### config.mk
export PLATFORM = sky130hd
export DESIGN_NAME = i2s_transmitter
export DESIGN_NICKNAME = d
export VERILOG_FILES = /design/src/rtl/i2s_transmitter.sv
export SDC_FILE = /design/constraint.sdc
export NUM_CORES = 1
export LEC_CHECK = 0
export ABC_AREA = 1
export CORE_UTILIZATION = 60
export DETAILED_ROUTE_END_ITERATION = 12
export DONT_BUFFER_PORTS = 1
export HOLD_SLACK_MARGIN = 0.02
export PLACE_DENSITY_LB_ADDON = 0.05
export REMOVE_ABC_BUFFERS = 1
export SYNTH_ARGS = -nofsm -noshare
export SYNTH_HDL_FRONTEND = slang
export SYNTH_SLANG_ARGS = --single-unit
### constraint.sdc
create_clock -name clk -period 6.13 [get_ports clk]
set_input_delay 0.613 -clock clk [delete_from_list [all_inputs] [get_ports clk]]
set_output_delay 0.613 -clock clk [all_outputs]
set_load 0.01 [all_outputs]
### src/rtl/i2s_transmitter.sv
// I2S master transmitter: one-pair holding register behind a valid/ready handshake,
// internally generated BCLK/LRCLK, MSB-first serial data with the standard 1-BCLK delay.
module i2s_transmitter #(
    parameter int SAMPLE_W = 24,
    parameter int SLOT_W   = 32,
    parameter int BCLK_DIV = 4
) (
    input  logic                clk,
    input  logic                reset,
    input  logic                enable,
    input  logic                in_valid,
    input  logic [SAMPLE_W-1:0] in_left,
    input  logic [SAMPLE_W-1:0] in_right,
    output logic                in_ready,
    output logic                BCLK,
    output logic                LRCLK,
    output logic                SDOUT,
    output logic                underrun
);

    localparam int BW = $clog2(2 * SLOT_W);
    localparam int DW = (BCLK_DIV > 1) ? $clog2(BCLK_DIV) : 1;

    typedef enum logic {IDLE, RUN} state_t;

    state_t              state, state_nxt;
    logic [SAMPLE_W-1:0] hold_l, hold_r, shift_l, shift_r;
    logic                hold_full;
    logic [DW-1:0]       div_cnt;
    logic [BW-1:0]       bit_cnt, bit_nxt;
    logic                accept, start, div_wrap, fall, boundary;
    logic                lr_nxt, sd_nxt;
    int                  b_idx, s_idx;

    assign in_ready = ~hold_full;
    assign accept   = in_valid && !hold_full;

    always_comb begin
        div_wrap = (div_cnt == DW'(BCLK_DIV - 1));
        fall     = (state == RUN) && div_wrap && BCLK;
        bit_nxt  = (bit_cnt == BW'(2 * SLOT_W - 1)) ? '0 : bit_cnt + BW'(1);
        boundary = fall && (bit_nxt == '0);
        start    = (state == IDLE) && enable && hold_full;
    end

    // Serial bit for the slot position the next falling BCLK edge moves to.
    // NOTE: every output of a combinational block gets a default first so no path infers a latch.
    always_comb begin
        b_idx  = int'(bit_nxt);
        lr_nxt = (b_idx >= SLOT_W);
        s_idx  = lr_nxt ? b_idx - SLOT_W : b_idx;
        sd_nxt = 1'b0;
        for (int i = 0; i < SAMPLE_W; i++) begin
            if (s_idx == SAMPLE_W - i) sd_nxt = lr_nxt ? shift_r[i] : shift_l[i];
        end
    end

    always_comb begin
        state_nxt = state;
        case (state)
            IDLE:    if (start) state_nxt = RUN;
            RUN:     if (boundary && !enable) state_nxt = IDLE;
            default: state_nxt = IDLE;
        endcase
    end

    always_ff @(posedge clk or posedge reset) begin
        if (reset) state <= IDLE;
        else       state <= state_nxt;
    end

    // NOTE: state registers use non-blocking assignments so every flop samples pre-edge values.
    always_ff @(posedge clk or posedge reset) begin
        if (reset) begin
            hold_l    <= '0;
            hold_r    <= '0;
            hold_full <= 1'b0;
            shift_l   <= '0;
            shift_r   <= '0;
            div_cnt   <= '0;
            bit_cnt   <= '0;
            BCLK      <= 1'b0;
            LRCLK     <= 1'b0;
            SDOUT     <= 1'b0;
            underrun  <= 1'b0;
        end else begin
            underrun <= 1'b0;
            if (accept) begin
                hold_l    <= in_left;
                hold_r    <= in_right;
                hold_full <= 1'b1;
            end
            if (state == IDLE) begin
                div_cnt <= '0;
                BCLK    <= 1'b0;
                LRCLK   <= 1'b0;
                SDOUT   <= 1'b0;
                if (start) begin
                    shift_l   <= hold_l;
                    shift_r   <= hold_r;
                    hold_full <= 1'b0;
                    bit_cnt   <= '0;
                end
            end else begin
                div_cnt <= div_wrap ? '0 : div_cnt + DW'(1);
                if (div_wrap) BCLK <= ~BCLK;
                if (fall) begin
                    bit_cnt <= bit_nxt;
                    LRCLK   <= lr_nxt;
                    SDOUT   <= sd_nxt;
                end
                // A stop at the boundary needs nothing extra: BCLK/LRCLK/SDOUT are already 0 here.
                if (boundary && enable) begin
                    if (hold_full) begin
                        shift_l   <= hold_l;
                        shift_r   <= hold_r;
                        hold_full <= 1'b0;
                    end else begin
                        shift_l  <= '0;
                        shift_r  <= '0;
                        underrun <= 1'b1;
                    end
                end
            end
        end
    end

endmodule

==> results_dict.tcl, run 1 <==
set metrics [dict create \
    path_class "reg2reg" \
    antennaDiodeCount 0 \
    start_util_pct 61.9 \
    regArea_um2 2750 \
    htree_levels 3 \
    vias 3578 \
    grt_first_pass_wirelength_um 16500 \
    routabilityCongestion 0.837 \
    intPower_w 0.00156 \
    place_hpwl_um 6750 \
    r2r_slack_ns 2.52 \
    pwr-share-clk_pct 16.4 \
    postCtsSetupRepairBufs 0 \
    cts_made_buffers 9 \
    placed_cells 622 \
    fp.dieArea_um2 8850 \
    ios 57 \
    postCtsHoldBufs 0 \
    relSlewSlack_pct 24.5 \
    yosysSeqAreaShare_pct 54.1 \
    synth_area_um2 5090 \
    syn_to_final_growth_pct 4.21 \
    core-area_um2 8220 \
    finalHoldWorstSlack_ns 0.186 \
    fin_nets 586 \
    clkTransAtPathRegs_ns 0.10 \
    wire_per_inst_um 15.5 \
    maxSlewViolCount 0 \
    critPathMaxFanout 75 \
    synth_cell_type_count 29 \
    cellPowerDensity_nw_per_um2 469 \
    grt_antenna_before_repair 0 \
    clk_latency_ns 0.37 \
    rows 33 \
    swShare_pct 37.4 \
    outcome "complete, no violations" \
    setup_violations 0 \
    fin_crit_sh_pct 59.0 \
    multi_input_area_um2 2000 \
    port_buffers 0 \
    crit_arrival_ns 3.88 \
    dr.pass1.iters 4 \
    instances_no_fill 637 \
    p_sw_w 0.000930 \
    final_cell_mix "110 x dfrtp_1, 91 x nand2_1, 81 x nand3_1" \
    startpoint_type "register" \
    reg2reg_to "shift_l[0]" \
    reg2reg_depth 13 \
    ys.flop_type "dfrtp_1" \
    cts_root_buf "clkbuf_8" \
    cts_sinks 110 \
    seq_power_share_pct 49.2 \
    power.leakage_nw 2.48 \
    viasPerCell 5.62 \
    fp.dieW_um 94.1 \
    nFillCells 682 \
    maxCapViolCount 0 \
    ys_top_cells_by_area "dfrtp_1 54%, mux2_2 11%, nand3_1 8.0%, nand2_1 6.9%, o21ai_0 4.5%" \
    min_path_type "in2async" \
    rsz0062_at_grt "false" \
    die_h_um 94.1 \
    yosys.area.top_type "dfrtp_1" \
    min_period_ns 3.61 \
    layout_commonest_cell "dfrtp_1" \
    async_reset_ff_share_pct 100 \
    post_cts_resized 0 \
    cts_tree "yes" \
    p_comb_share_pct 34.4 \
    finalHoldViolations 0 \
    vdd_drop_max_uv 244 \
    syn_inst 543 \
    grt_pass1_vias 3410 \
    setup.worst_path.end_class "register" \
    yosys_warnings 0 \
    synthDominantCellAreaShare_pct 54.1 \
    grt_start_max_net_pins 76 \
    setup_tns_ns 0 \
    overflow 0 \
    clk_path_buf_depth 2 \
    skew_ns 0.0213 \
    antenna_left 0 \
    drive_above_1_share_pct 15.2 \
    yosys_register_bits 110 \
    synth_edf_count 0 \
    cp.required_ns 6.40 \
    reg2reg_from "bit_cnt[1]" \
    syn_avg_cell_area_um2 9.37 \
    worst-slew-pin-transition_ns 1.13 \
    drc_errors 0 \
    dr.first_iter.drc_count 153 \
    fmax_mhz 277 \
    wl_um 9850 \
    grtUsageTotal_pct 24.4 \
]
## routing by layer
metal / routed length (um) / global-route usage [%] / vias to the layer above
li1: - / - / 1775
met1: 4730 / 34.8 / 1717
met2: 4650 / 37.5 / 82
met3: 403 / 6.15 / 4
met4: 63 / 6.28 / 0
met5: 0 / 0 / -
## final cells by class
class	instances	area share, %
Clock buffer	9	2.34
Inverter	59	4.23
Clock inverter	6	1.06
Tap cell	105	2.48
Sequential cell	110	51.9
Timing Repair Buffer	2	0.283
Multi-Input combinational cell	346	37.7
## cell families after synthesis
kind of cell               after synthesis  share of synthesized area [%]
and+or+nand+nor                        219                           19.2
DFF                                    110                           54.1
buffers and inverters                   87                           6.72
AOI/OAI and AO/OA                       73                           7.90
muxes                                   48                           10.6
adders and majority gates                6                           1.48
## how the worst max path moves through the flow
stage | start | cells after the start | endpoint
final | bit_cnt[1] | 13 | shift_l[0]
after detailed placement | bit_cnt[0] | 13 | shift_l[3]
after CTS | bit_cnt[1] | 13 | shift_l[3]
after global placement | bit_cnt[1] | 13 | shift_r[0]
after floorplan | reset | 1 | BCLK
after global routing | bit_cnt[1] | 13 | shift_l[15]
## cell usage after synthesis, types with 2 or more instances
library cell / number
a211oi_1: 2
a21oi_1: 6
a31oi_1: 5
buf_1: 2
buf_2: 6
clkbuf_1: 19
dfrtp_1: 110
ha_1: 6
inv_1: 54
inv_2: 4
mux2_2: 48
nand2_1: 93
nand2_2: 3
nand3_1: 81
nand3_2: 2
nand4_1: 4
nor2_1: 26
nor2_2: 2
nor3_1: 7
o211ai_1: 4
o21ai_0: 46
o21ai_1: 2
o22ai_1: 5
## worst max-delay path, stage by stage (launching register included)
cell	delay [ns]
dfrtp_1	0.46
ha_1	0.21
nand2_2	0.08
nor2_2	0.15
nand2_1	0.14
nand2_1	0.19
nand2_2	0.13
nor2_1	0.26
nand4_1	0.15
nor3_1	0.27
inv_2	0.25
nand2_2	0.87
nand3_1	0.17
o21ai_0	0.13
## metrics by stage
stage	total power, W	setup slack (ns)	instance area, um2	utilization, %
CTS	0.00250	2.50	5300	64.5
global placement	0.00206	2.75	5120	62.3
finish	0.00249	2.52	5300	64.5
floorplan	0.00186	2.61	4970	-
detailed placement	0.00210	2.54	5120	62.3
global route	0.00269	2.02	5300	64.5
## state kept, by name, summed over array words and instances (netlist names)
| name | count |
|---|---|
| div_cnt | 2 |
| state | 1 |
| shift_l | 24 |
| hold_full | 1 |
| hold_l | 24 |
| bit_cnt | 6 |
| underrun | 1 |
| SDOUT | 1 |
| LRCLK | 1 |
| hold_r | 24 |
| shift_r | 24 |
| BCLK | 1 |
## power by group through the flow
| stage | Clock, W | Combinational [W] | Sequential (W) |
|---|---|---|---|
| after detailed placement | 0 | 0.000859 | 0.00124 |
| after CTS | 0.000416 | 0.000864 | 0.00122 |
| after global routing | 0.000447 | 0.000974 | 0.00126 |
| final | 0.000408 | 0.000856 | 0.00122 |
| after global placement | 0 | 0.000831 | 0.00123 |
| after floorplan | 0 | 0.000676 | 0.00119 |
Note: power is estimated with default switching activity, not from simulation.
==> run 2: changes to the inputs <==
==> constraint.sdc (replaced) <==
create_clock -name clk -period 3.45 [get_ports clk]
set_input_delay 0.345 -clock clk [delete_from_list [all_inputs] [get_ports clk]]
set_output_delay 0.345 -clock clk [all_outputs]
set_load 0.01 [all_outputs]
==> results_dict.tcl, run 2 (same netlist as run 1, synthesis figures left out) <==
set metrics [dict create \
    reg2reg_from "bit_cnt[0]" \
    postCtsHoldBufs 0 \
    viasPerCell 5.66 \
    vias 3642 \
    relSlewSlack_pct 24.2 \
    dr.pass1.iters 4 \
    outcome "complete, no violations" \
    wire_per_inst_um 15.9 \
    ios 57 \
    crit_path_max_incr_delay_ns 0.46 \
    maxCapViolCount 0 \
    finalHoldViolations 0 \
    setup_tns_ns 0 \
    rsz0062_at_grt "false" \
    min_period_ns 2.95 \
    fp.dieArea_um2 8850 \
    crit_arrival_ns 3.23 \
    layout_commonest_cell "dfrtp_1" \
    cellPowerDensity_nw_per_um2 837 \
    skew_ns 0.0203 \
    antenna_left 0 \
    cp.required_ns 3.73 \
    core-area_um2 8220 \
    routabilityCongestion 0.874 \
    post_cts_resized 0 \
    fin_nets 592 \
    finalHoldWorstSlack_ns 0.0111 \
    clkTransAtPathRegs_ns 0.12 \
    fmax_mhz 338 \
    min_path_type "in2async" \
    dr.first_iter.drc_count 152 \
    cts_root_buf "clkbuf_8" \
    die_h_um 94.1 \
    fin_crit_sh_pct 85.6 \
    port_buffers 0 \
    overflow 0 \
    grt_pass1_vias 3471 \
    maxSlewViolCount 0 \
    place_hpwl_um 7010 \
    syn_to_final_growth_pct 5.71 \
    drc_errors 0 \
    cts_tree "yes" \
    cts_made_buffers 9 \
    cts_sinks 110 \
    wl_um 10200 \
    worst-slew-pin-transition_ns 1.13 \
    slowest_stage "dfrtp_1" \
    critPathLaunch "bit_cnt[0]" \
    reg2reg_depth 35 \
    grt_antenna_before_repair 0 \
    antennaDiodeCount 0 \
    clk_latency_ns 0.39 \
    r2r_slack_ns 0.50 \
    postCtsSetupRepairBufs 0 \
    clk_path_buf_depth 2 \
    setup_violations 0 \
    reg2reg_to "SDOUT" \
    grt_start_max_net_pins 76 \
    start_util_pct 61.9 \
    grt_first_pass_wirelength_um 16900 \
    critPathMaxFanout 26 \
    vdd_drop_max_uv 597 \
    fp.dieW_um 94.1 \
    rows 33 \
    drive_above_1_share_pct 16.3 \
    cp_common_cell "nand2_1" \
    final_cell_mix "110 x dfrtp_1, 91 x nand2_1, 81 x nand3_1" \
    path_class "reg2reg" \
    grtUsageTotal_pct 25.3 \
    setup.worst_path.end_class "register" \
    power.leakage_nw 2.52 \
    startpoint_type "register" \
    htree_levels 3 \
]
==> run 2: layout make-up <==
type | count | area, um2
clock buffer | 9 | 124
multi-input combinational | 346 | 2000
tap | 105 | 131
clock inverter | 7 | 75.1
sequential | 110 | 2750
fill | 690 | 2840
inverter | 59 | 224
timing repair buffer | 8 | 72.6
==> run 2: how the worst max path moves through the flow <==
stage	endpoint	depth (start not counted)
after CTS	SDOUT	35
after global routing	SDOUT	35
final	SDOUT	35
after detailed placement	SDOUT	35
after floorplan	shift_l[0]	13
after global placement	SDOUT	35
==> run 2: through the flow <==
stage	util (%)	cell area [um2]	cells	setup WS [ns]	power (W)
floorplan	-	4970	515	0.181	0.00331
global route	65.4	5380	644	0.00986	0.00484
finish	65.4	5380	644	0.495	0.00450
global placement	63.0	5180	628	0.569	0.00369
detailed placement	63.0	5180	628	0.516	0.00376
CTS	65.4	5380	644	0.500	0.00453
==> run 2: where the power goes <==
part           switching, W  internal [W]  total, W
Sequential         0.000294       0.00188   0.00217
Combinational      0.000936      0.000630   0.00157
Clock              0.000481      0.000285  0.000767
==> run 2: critical path, delay by kind of cell (launching register included) <==
family / cells / cell delay (ns)
buffers and inverters: 1 / 0.10
and+or+nand+nor: 33 / 2.05
adders and majority gates: 1 / 0.26
DFF: 1 / 0.46
==> run 2: routing by layer <==
layer  global-route usage, %  vias to the layer above  part of all wire [%]
li1                        -                     1790                     -
met1                    34.8                     1762                    48
met2                    40.0                       77                    47
met3                    5.10                       13                   3.8
met4                    8.59                        0                   1.7
met5                       0                        -                     0
